File: src/rtl/sub100_seq.sv
// Multi-cycle wide subtractor: diff = a - b - bin, CHUNK bits per clock with a
// chained borrow, bracketed by a start/busy/done handshake.
module sub100_seq #(
   parameter int WIDTH = 100,
   parameter int CHUNK = 10
) (
   input  logic             clk,
   input  logic             rst,
   input  logic             start,
   input  logic [WIDTH-1:0] a,
   input  logic [WIDTH-1:0] b,
   input  logic             bin,
   output logic             busy,
   output logic             done,
   output logic [WIDTH-1:0] diff,
   output logic             bout
);

   localparam int NCH   = WIDTH / CHUNK;
   localparam int IDX_W = (NCH > 1) ? $clog2(NCH) : 1;
   localparam logic [IDX_W-1:0] LAST_IDX = IDX_W'(NCH - 1);

   if (WIDTH % CHUNK != 0) begin : g_bad_chunk
      $error("sub100_seq: WIDTH must be a multiple of CHUNK");
   end

   typedef enum logic {S_IDLE, S_RUN} state_t;

   state_t             r_state;
   state_t             w_next;
   logic [WIDTH-1:0]   r_a;
   logic [WIDTH-1:0]   r_b;
   logic [WIDTH-1:0]   r_work;
   logic [WIDTH-1:0]   r_diff;
   logic [IDX_W-1:0]   r_idx;
   logic               r_brw;
   logic               r_bout;
   logic               r_done;
   logic               w_busy;
   logic               w_accept;
   logic               w_last;
   logic [CHUNK:0]     w_sub;
   logic [WIDTH+CHUNK-1:0] w_cat;
   logic [WIDTH-1:0]   w_work_next;

   assign w_accept = (r_state == S_IDLE) && start;
   assign w_last   = (r_state == S_RUN) && (r_idx == LAST_IDX);

   // Operands shift right each cycle, so the active chunk always sits in the low bits;
   // the top bit of the (CHUNK+1)-bit difference is the borrow out of this chunk.
   assign w_sub = {1'b0, r_a[CHUNK-1:0]} - {1'b0, r_b[CHUNK-1:0]} - {{CHUNK{1'b0}}, r_brw};
   assign w_cat = {w_sub[CHUNK-1:0], r_work};
   assign w_work_next = w_cat[WIDTH+CHUNK-1:CHUNK];

   // NOTE: sequential state uses non-blocking assignments only, and the reset branch
   // is asynchronous so every flop clears the moment rst rises.
   always_ff @(posedge clk or posedge rst) begin
      if (rst) r_state <= S_IDLE;
      else     r_state <= w_next;
   end

   // NOTE: every always_comb output gets a default first, so no path can infer a latch.
   always_comb begin
      w_next = r_state;
      case (r_state)
         S_IDLE:  if (start)  w_next = S_RUN;
         S_RUN:   if (w_last) w_next = S_IDLE;
         default: w_next = S_IDLE;
      endcase
   end

   always_comb begin
      w_busy = 1'b0;
      if (r_state == S_RUN) w_busy = 1'b1;
   end

   always_ff @(posedge clk or posedge rst) begin
      if (rst) begin
         r_a    <= '0;
         r_b    <= '0;
         r_work <= '0;
         r_diff <= '0;
         r_idx  <= '0;
         r_brw  <= 1'b0;
         r_bout <= 1'b0;
         r_done <= 1'b0;
      end else begin
         r_done <= 1'b0;
         if (w_accept) begin
            r_a   <= a;
            r_b   <= b;
            r_brw <= bin;
            r_idx <= '0;
         end else if (r_state == S_RUN) begin
            r_a    <= r_a >> CHUNK;
            r_b    <= r_b >> CHUNK;
            r_brw  <= w_sub[CHUNK];
            r_work <= w_work_next;
            r_idx  <= r_idx + IDX_W'(1);
            if (w_last) begin
               r_diff <= w_work_next;
               r_bout <= w_sub[CHUNK];
               r_done <= 1'b1;
               r_idx  <= '0;
            end
         end
      end
   end

   assign busy = w_busy;
   assign done = r_done;
   assign diff = r_diff;
   assign bout = r_bout;

endmodule

File: config.mk
export PLATFORM = sky130hd
export DESIGN_NAME = sub100_seq
export DESIGN_NICKNAME = d
export VERILOG_FILES = /design/src/rtl/sub100_seq.sv
export SDC_FILE = /design/constraint.sdc
export NUM_CORES = 1
export LEC_CHECK = 0
export ABC_CLOCK_PERIOD_IN_PS = 18400
export CORE_UTILIZATION = 55
export CTS_BUF_LIST = sky130_fd_sc_hd__clkbuf_2
export DETAILED_ROUTE_END_ITERATION = 7
export GPL_TIMING_DRIVEN = 0
export PLACE_DENSITY = 0.83
export SLEW_MARGIN = 20
export SYNTH_ARGS = -nofsm -noshare
export SYNTH_HDL_FRONTEND = slang
export SYNTH_SLANG_ARGS = --single-unit
File: constraint.sdc
create_clock -name clk -period 18.4 [get_ports clk]
set_input_delay 3.68 -clock clk [delete_from_list [all_inputs] [get_ports clk]]
set_output_delay 3.68 -clock clk [all_outputs]
set_load 0.02 [all_outputs]
# [Word level (Yosys, flattened, before mapping)]
# Index checks and enable logic that the tools add are counted.
[totals] regBits=408 in_bits=204 out_inout_bits=103 wordCells=36
[op_classes] addsub=3 n_eq_ne=1 n_mux=16 bitwise=2 reduce_logical=5
[ops] cell="100-bit two-way mux" count=4
[ops] cell="4-bit two-way mux" count=3
[ops] cell="10-bit by 10-bit subtractor with 11-bit output" count=1
[ops] cell="11-bit by 1-bit subtractor with 11-bit output" count=1
[ops] cell="1-bit two-way mux" count=8
[ops] cell="4-bit by 1-bit adder with 4-bit output (second input constant)" count=1
[ops] cell="4-bit equality test (second input constant)" count=1
[ops] cell="3-bit AND reduction" count=1
[ops] cell="1-bit logical AND" count=2
[ops] cell="1-bit NOT" count=2
[ops] cell="1-bit one-hot mux with 2 select lines" count=1
[ops] cell="2-bit AND reduction" count=1
[ops] cell="2-bit nonzero test" count=1

# [Longest topological paths before layout]
# Gate-level depths: netlist of run 1.
[logic_depth] word_depth=5 mapped_depth=10 ltp_nobuf=9

# [Worst setup path before layout of run 1]
# No wires, ideal clock.
[synth_path] path_kind="input to register" start="input start" end="register r_b[38]" setup_time_ps=133 arrival_time_ps=4567 t_required_ps=18267 slack_ps=13700 stages=5 path_buffers=3 path_cell_list="buf_2 clkbuf_1 buf_2 mux2i_1 o21ai_0"
[synth_between] elab_chain_cells=2 word_cells_on_any_way=3 cone_classes="1 x mux; 2 x reduce/logical"
[synth_rtl] item="from (decl)" line="9" text="input logic start,"
[synth_rtl] item="1-bit logical AND *" line="46" text="assign w_accept = (r_state == S_IDLE) && start;"
[synth_rtl] item="100-bit two-way mux or 2-bit nonzero test (tied branches)"
[synth_rtl] item="to (signal assigned)" line="96" text="r_b <= r_b >> CHUNK;"
[synth_rtl] item="to (decl)" line="32" text="logic [WIDTH-1:0] r_b;"
# Every way passes the cells marked *; elsewhere a longest branch is shown, timed or not.
# A chain may end at the register's enable or synchronous reset.

# [Final worst setup path of run 1]
[layout_path] start="register r_state" end="output busy"
[layout_between] elab_chain_cells=1
[layout_rtl] item="from (decl)" line="29" text="state_t r_state;"
[layout_rtl] item="from (signal assigned)" line="59" text="else r_state <= w_next;"
[layout_rtl] item="1-bit two-way mux" line="74" text="if (r_state == S_RUN) w_busy = 1'b1;"
[layout_rtl] item="to (decl)" line="13" text="output logic busy,"
# Every way passes these cells.

==> results of run 1 <==
-- kinds of logic (layout without fill, tap and decap cells) --
kind of cell / after synthesis / count (layout)
other: 0 / 8
adders and majority gates: 22 / 22
DFF: 398 / 398
and+or+nand+nor: 510 / 510
xor gates and xnor gates: 10 / 10
AOI/OAI and AO/OA: 211 / 211
muxes: 294 / 294
buffers and inverters: 128 / 614
-- cells in the mapped netlist (4+ instances only) --
cell type,n,share of area [%]
clkbuf_1,48,1.1
nor2_1,31,0.69
mux2_2,93,6.2
o21ai_0,188,5.5
dfrtp_1,398,59
inv_1,30,0.66
ha_1,20,1.5
xnor2_1,7,0.36
mux2i_1,201,12
buf_2,46,1.4
a21oi_1,4,0.12
nand2_1,468,10
-- sequential cells by signal, summed over array words and instances (netlist names) --
register and cells:
r_brw 1, r_state 1, r_idx 4, done 1, diff 100, r_a 100, bout 1, r_b 100
r_work 90
-- worst paths after layout --
check	start	to	slack, ns	cells past startpoint
max	r_state	busy	12.68	1
min	r_a[68]	r_a[58]	0.44	2
max reg2reg	r_b[0]	r_work[99]	15.98	9
min reg2reg	r_a[68]	r_a[58]	0.44	2
max in group asynchronous	rst	r_work[12]	13.91	4
min in group asynchronous	rst	r_a[64]	3.19	2
-- cells in the final DEF (no fill, tap or decap), types with 2 or more instances in the layout --
master / netlist / routed
nand2_1: 468 / 468
dfrtp_1: 398 / 398
clkdlybuf4s50_1: 0 / 305
mux2i_1: 201 / 201
o21ai_0: 188 / 188
clkbuf_2: 0 / 142
mux2_2: 93 / 93
clkbuf_1: 48 / 48
buf_2: 46 / 46
nor2_1: 31 / 31
inv_1: 30 / 29
clkinv_1: 0 / 25
ha_1: 20 / 20
diode_2: 0 / 8
xnor2_1: 7 / 7
clkinv_2: 0 / 6
a21oi_1: 4 / 4
buf_16: 0 / 4
o21ai_1: 3 / 3
xor2_1: 3 / 3
nor3_1: 3 / 3
a31oi_1: 3 / 3
buf_1: 3 / 3
bufinv_16: 0 / 3
o21bai_1: 2 / 2
a21o_1: 2 / 2
a211oi_1: 2 / 2
nand3_1: 2 / 2
a22o_1: 2 / 2
fa_1: 2 / 2
-- metal layers --
layer  track usage, %  part of all wire (%)  wire, µm  vias to the layer above
met1            36.63                    41     18060                     6509
met4            9.366                   2.0       883                        8
met2            49.80                    51     22370                      475
met3            7.391                   6.6      2905                       96
met5                0                  0.12        54                        -
li1                 -                     -         -                     6139
-- per-stage QoR --
step           TNS, ns  cell area [µm²]  hold slack, ns  utilization (%)
4_1_cts              0            21570          0.4655            71.83
6_report             0            21590          0.4430            71.90
3_5_place_dp         0            20640          0.4607            68.73
2_1_floorplan        0            16980          0.4348                -
5_1_grt              0            21580          0.4923            71.87
3_3_place_gp   -174.32            20520          0.4547            68.34
-- power by group through the flow --
stage	clock network (mW)	registers [mW]	logic, mW
finish	0.605	1.47	1.32
detailed placement	0	1.48	1.32
global placement	0	1.46	1.26
CTS	0.616	1.46	1.33
global route	0.662	1.50	1.46
floorplan	0	1.50	0.755
-- cell type report --
type / instances / area, µm² / share of cell area, %
multi-input cells: 1047 / 6485 / 30.03
inverters: 31 / 123.9 / 0.5736
diodes: 8 / 20.02 / 0.09271
plain buffers: 97 / 421.7 / 1.953
repair buffers: 309 / 3163 / 14.65
flip-flops and latches: 398 / 9960 / 46.12
clock inverters: 35 / 221.5 / 1.026
well taps: 390 / 488.0 / 2.260
clock buffers: 142 / 710.7 / 3.291
==> flow_summary.toml, run 1 <==
[status]
status = "completed"

[synthesis]
syn_inst = 1573
ys.flop_type = "dfrtp_1"
synth-adder-area-share_pct = 1.709
synth_xor_area_share_pct = 0.5157
yosysSeqAreaShare_pct = 58.65
synth_compound_area_share_pct = 6.491
syn-cell-area_um2 = 16980
ys_ff_latch = 398
synth_fp_nets = 1799
synth_edf_count = 0
syn_area_per_cell_um2 = 10.80
synth.distinct_cells = 35
synth-async-reset-ratio_pct = 100.0
synth_mux_area_share_pct = 18.01
synth_top_family_by_area = "multiplexers"
ys_warn_count = 0
synthSimpleGateAreaFrac_pct = 11.46

[power_and_ir_drop]
switchingPower_mw = 1.299
p_leak_nw = 10.52
finalPower_mw = 3.388
sw_frac_of_total_pct = 38.34
internal_power_mw = 2.089
power_frac_comb_pct = 38.9
power_frac_seq_pct = 43.3
ir_drop_mv = 0.08084
clkPwrFrac_pct = 17.8
p_per_area_nw_per_um2 = 156.9

[global_route]
grt_pass1_wl_um = 71730
grt_pass1_vias = 13770
grt_max_degree = 96
grt_overflow_total = 0
antenna_found_initial = 13
track_usage_pct = 29.29

[cells_and_area]
final_cells = 2457
fill_cells = 2156
nNetsFinal = 2209
drive_above_1_share_pct = 14.62
area_delta_synth_final_pct = 27.15

[clocking]
cts_resized = 0
clock_path_buffers = 3
cts-root-buf = "clkbuf_2"
cts.sinks = 398
numCtsBuffers = 99
post_cts_buffers = 0
cts_tree = "built"
holdBufCountCts = 0
clk_pin_slew_ns = 0.11
htree_levels = 3
clk_latency_ns = 0.96

[sta]
skew_ns = 0.1040
rsz0062_at_grt = "false"
worst_slack_ns = 12.68
period_needed_ns = 5.716
period_share_pct = 31.07
tightestPinTransition_ns = 0.7767
fmax_ghz = 0.1749
report.final.slew_viol_count = 0
setup_violations = 0
hold_viol_final = 0
maxSlewHeadroom_pct = 48.22

[drt]
drc = 0
via_per_inst = 5.383
avgRoutedWirePerCell_um = 18.02
final_antenna_net_count = 0
vias = 13230
drt_iter0_markers = 877
drt_first_pass_iters = 6
routed_wl_um = 44270

[critical_path]
path_buf_inv = 1
crit_path_end_kind = "output port"
critPathKind = "flop to output port"
cp_max_fo = 5
crit_chain = "clkdlybuf4s50_1"
critPathLaunchType = "flop"
arrival_ns = 2.04
required_ns = 14.72
cp_top_family = "buffers and inverters"
slowest_delay_ns = 0.68
cpMaxStageDelayCell = "clkdlybuf4s50_1"

[die]
start_util_pct = 56.55
die_height_um = 177.7
core_area_um2 = 30030
ios = 307
die_w_um = 177.7
dieArea_um2 = 31580
num_rows = 63

[min_path]
hold_class = "flop to flop"

[place]
dp.cells = 2272
portBuffers = 305
routabilityCongestion = 0.8728
preCtsSetupSlack_ns = 12.95
dpl.hpwl_um = 33240

[run]
drv_cap = 0
Note: power is estimated with default switching activity, not from simulation.
==> run 2, diff against run 1 <==
- ABC_CLOCK_PERIOD_IN_PS: 18400 -> 4700
- CORE_UTILIZATION: 55 -> 49
- PLACE_DENSITY: 0.83 -> 0.78
- clock period: 18.4 -> 4.7 ns (I/O delays scaled with it)
==> run 2 against run 1 <==
Via count decreased by 0.90%. Count of clock-buffer cells in the layout is 9 lower. Power rose to 3.9 times the previous value. Die area grew 12%. Final cell count is 2.1% higher. Hold slack worse by 0.11 ns. Combinational power grew to 3.9 times the previous value.
==> flow_summary.toml, run 2 (synthesis gave the netlist of run 1 again) <==
[status]
status = "completed"

[die]
die_w_um = 188.2
ios = 307
core_area_um2 = 33780
die_height_um = 188.2
dieArea_um2 = 35410
start_util_pct = 50.27
num_rows = 67

[cells_and_area]
final_cells = 2508
area_delta_synth_final_pct = 27.82
design_area_um2 = 21710
final_common_cell = "nand2_1"
drive_above_1_share_pct = 14.65
final_cell_mix = "nand2_1 (468), dfrtp_1 (398), clkdlybuf4s50_1 (305), mux2i_1 (201), o21ai_0 (188)"
nNetsFinal = 2218

[clocking]
holdBufCountCts = 0
clock_path_buffers = 3
cts.sinks = 398
clk_latency_ns = 0.92
clk_pin_slew_ns = 0.11
cts_tree = "built"
numCtsBuffers = 99
cts_resized = 0
cts-root-buf = "clkbuf_2"
htree_levels = 3
post_cts_buffers = 0

[place]
portBuffers = 305
dpl.hpwl_um = 33800
dp.cells = 2339
routabilityCongestion = 0.8869
placed_cell_area_um2 = 20870

[critical_path]
crit_path_end_kind = "output port"
critPathLaunchType = "flop"
cp_max_fo = 5
r2r_setup_slack_ns = 2.37
slowest_delay_ns = 0.66
arrival_ns = 2.05
crit_chain = "clkdlybuf4s50_1"
cp_top_family = "buffers and inverters"
path_buf_inv = 1
cpMaxStageDelayCell = "clkdlybuf4s50_1"
critPathKind = "flop to output port"
required_ns = 3.76

[drt]
final_antenna_net_count = 0
routed_wl_um = 44780
vias = 13110
avgRoutedWirePerCell_um = 17.85
drc = 0
drt_iter0_markers = 710
drt_first_pass_iters = 5
via_per_inst = 5.226

[run]
drv_cap = 0

[sta]
report.final.slew_viol_count = 0
maxSlewHeadroom_pct = 50.01
period_needed_ns = 2.994
period_share_pct = 63.70
fmax_ghz = 0.3340
skew_ns = 0.08666
tightestPinTransition_ns = 0.7498
setup_violations = 0
hold_viol_final = 0
rsz0062_at_grt = "false"

[global_route]
grt_pass1_wl_um = 72130
grt_pass1_vias = 13780
antenna_found_initial = 12
track_usage_pct = 25.90
grt_max_degree = 37
grt_overflow_total = 0

[min_path]
hold_class = "input pin to asynchronous set/reset pin"

[power_and_ir_drop]
p_per_area_nw_per_um2 = 602.3
p_leak_nw = 10.52
ir_drop_mv = 0.2909
run 2: changes by cell type in the layout (fill, tap and decap cells not counted), moves of 2 or more:
| cell | change |
|---|---|
| clkinv_2 | -2 |
| buf_16 | -3 |
| inv_2 | +2 |
| clkinv_1 | -4 |
| buf_12 | +12 |
| diode_2 | -3 |
| clkbuf_2 | -9 |
| bufinv_16 | -2 |
| clkinv_4 | +2 |
run 2: power breakdown:
part	total, mW	internal [mW]	switching, mW
Sequential	5.72	4.78	0.944
Combinational	5.17	2.44	2.74
Clock	2.18	0.822	1.36
run 2: worst reg2reg max path: cells and delay by family, from the launching register on:
kind | cells | cell delay (ns)
fa+ha+maj | 2 | 0.87
compound gates | 3 | 0.46
flops | 1 | 0.39
simple gates | 1 | 0.21
xor+xnor | 1 | 0.21
buf+inv | 1 | 0.09
run 2: final timing paths:
check	cells past startpoint	to	start
worst max-delay path	1	busy	r_state
worst max register to register	8	r_brw	r_b[0]
worst min-delay path	2	r_a[6]	rst
worst min register to register	2	r_a[55]	r_a[65]
min in group clk	2	r_a[55]	r_a[65]
max in group asynchronous	7	diff[36]	rst
run 2: per-stage QoR:
| step | util, % | hold slack [ns] | setup TNS [ns] | setup WS (ns) | total power, mW |
|---|---|---|---|---|---|
| floorplan | - | 0.4348 | -635.92 | -1.598 | 8.846 |
| global placement | 60.98 | 0.4470 | -1585.24 | -4.010 | 10.72 |
| detailed placement | 61.77 | 0.4575 | 0 | 1.962 | 10.96 |
| CTS | 64.22 | 0.2297 | 0 | 1.606 | 13.18 |
| global route | 64.23 | 0.3096 | 0 | 1.577 | 14.04 |
| finish | 64.25 | 0.3303 | 0 | 1.706 | 13.07 |
run 2: area by class of cell:
class / count / area [µm²]
inverter: 31 / 120.1
sequential: 398 / 9960
buffer: 97 / 421.7
clock buffer: 133 / 665.6
tap: 448 / 560.5
antenna: 5 / 12.51
timing repair buffer: 318 / 3321
clock inverter: 31 / 161.4
fill: 2767 / 12080
multi-input combinational: 1047 / 6485
run 2: routing by layer:
metal,vias up,global-route usage (%),share of wire (%)
li1,6132,-,-
met1,6410,32.90,41
met2,468,43.34,49
met3,86,6.494,7.4
met4,12,8.380,1.9
met5,-,0,0.18
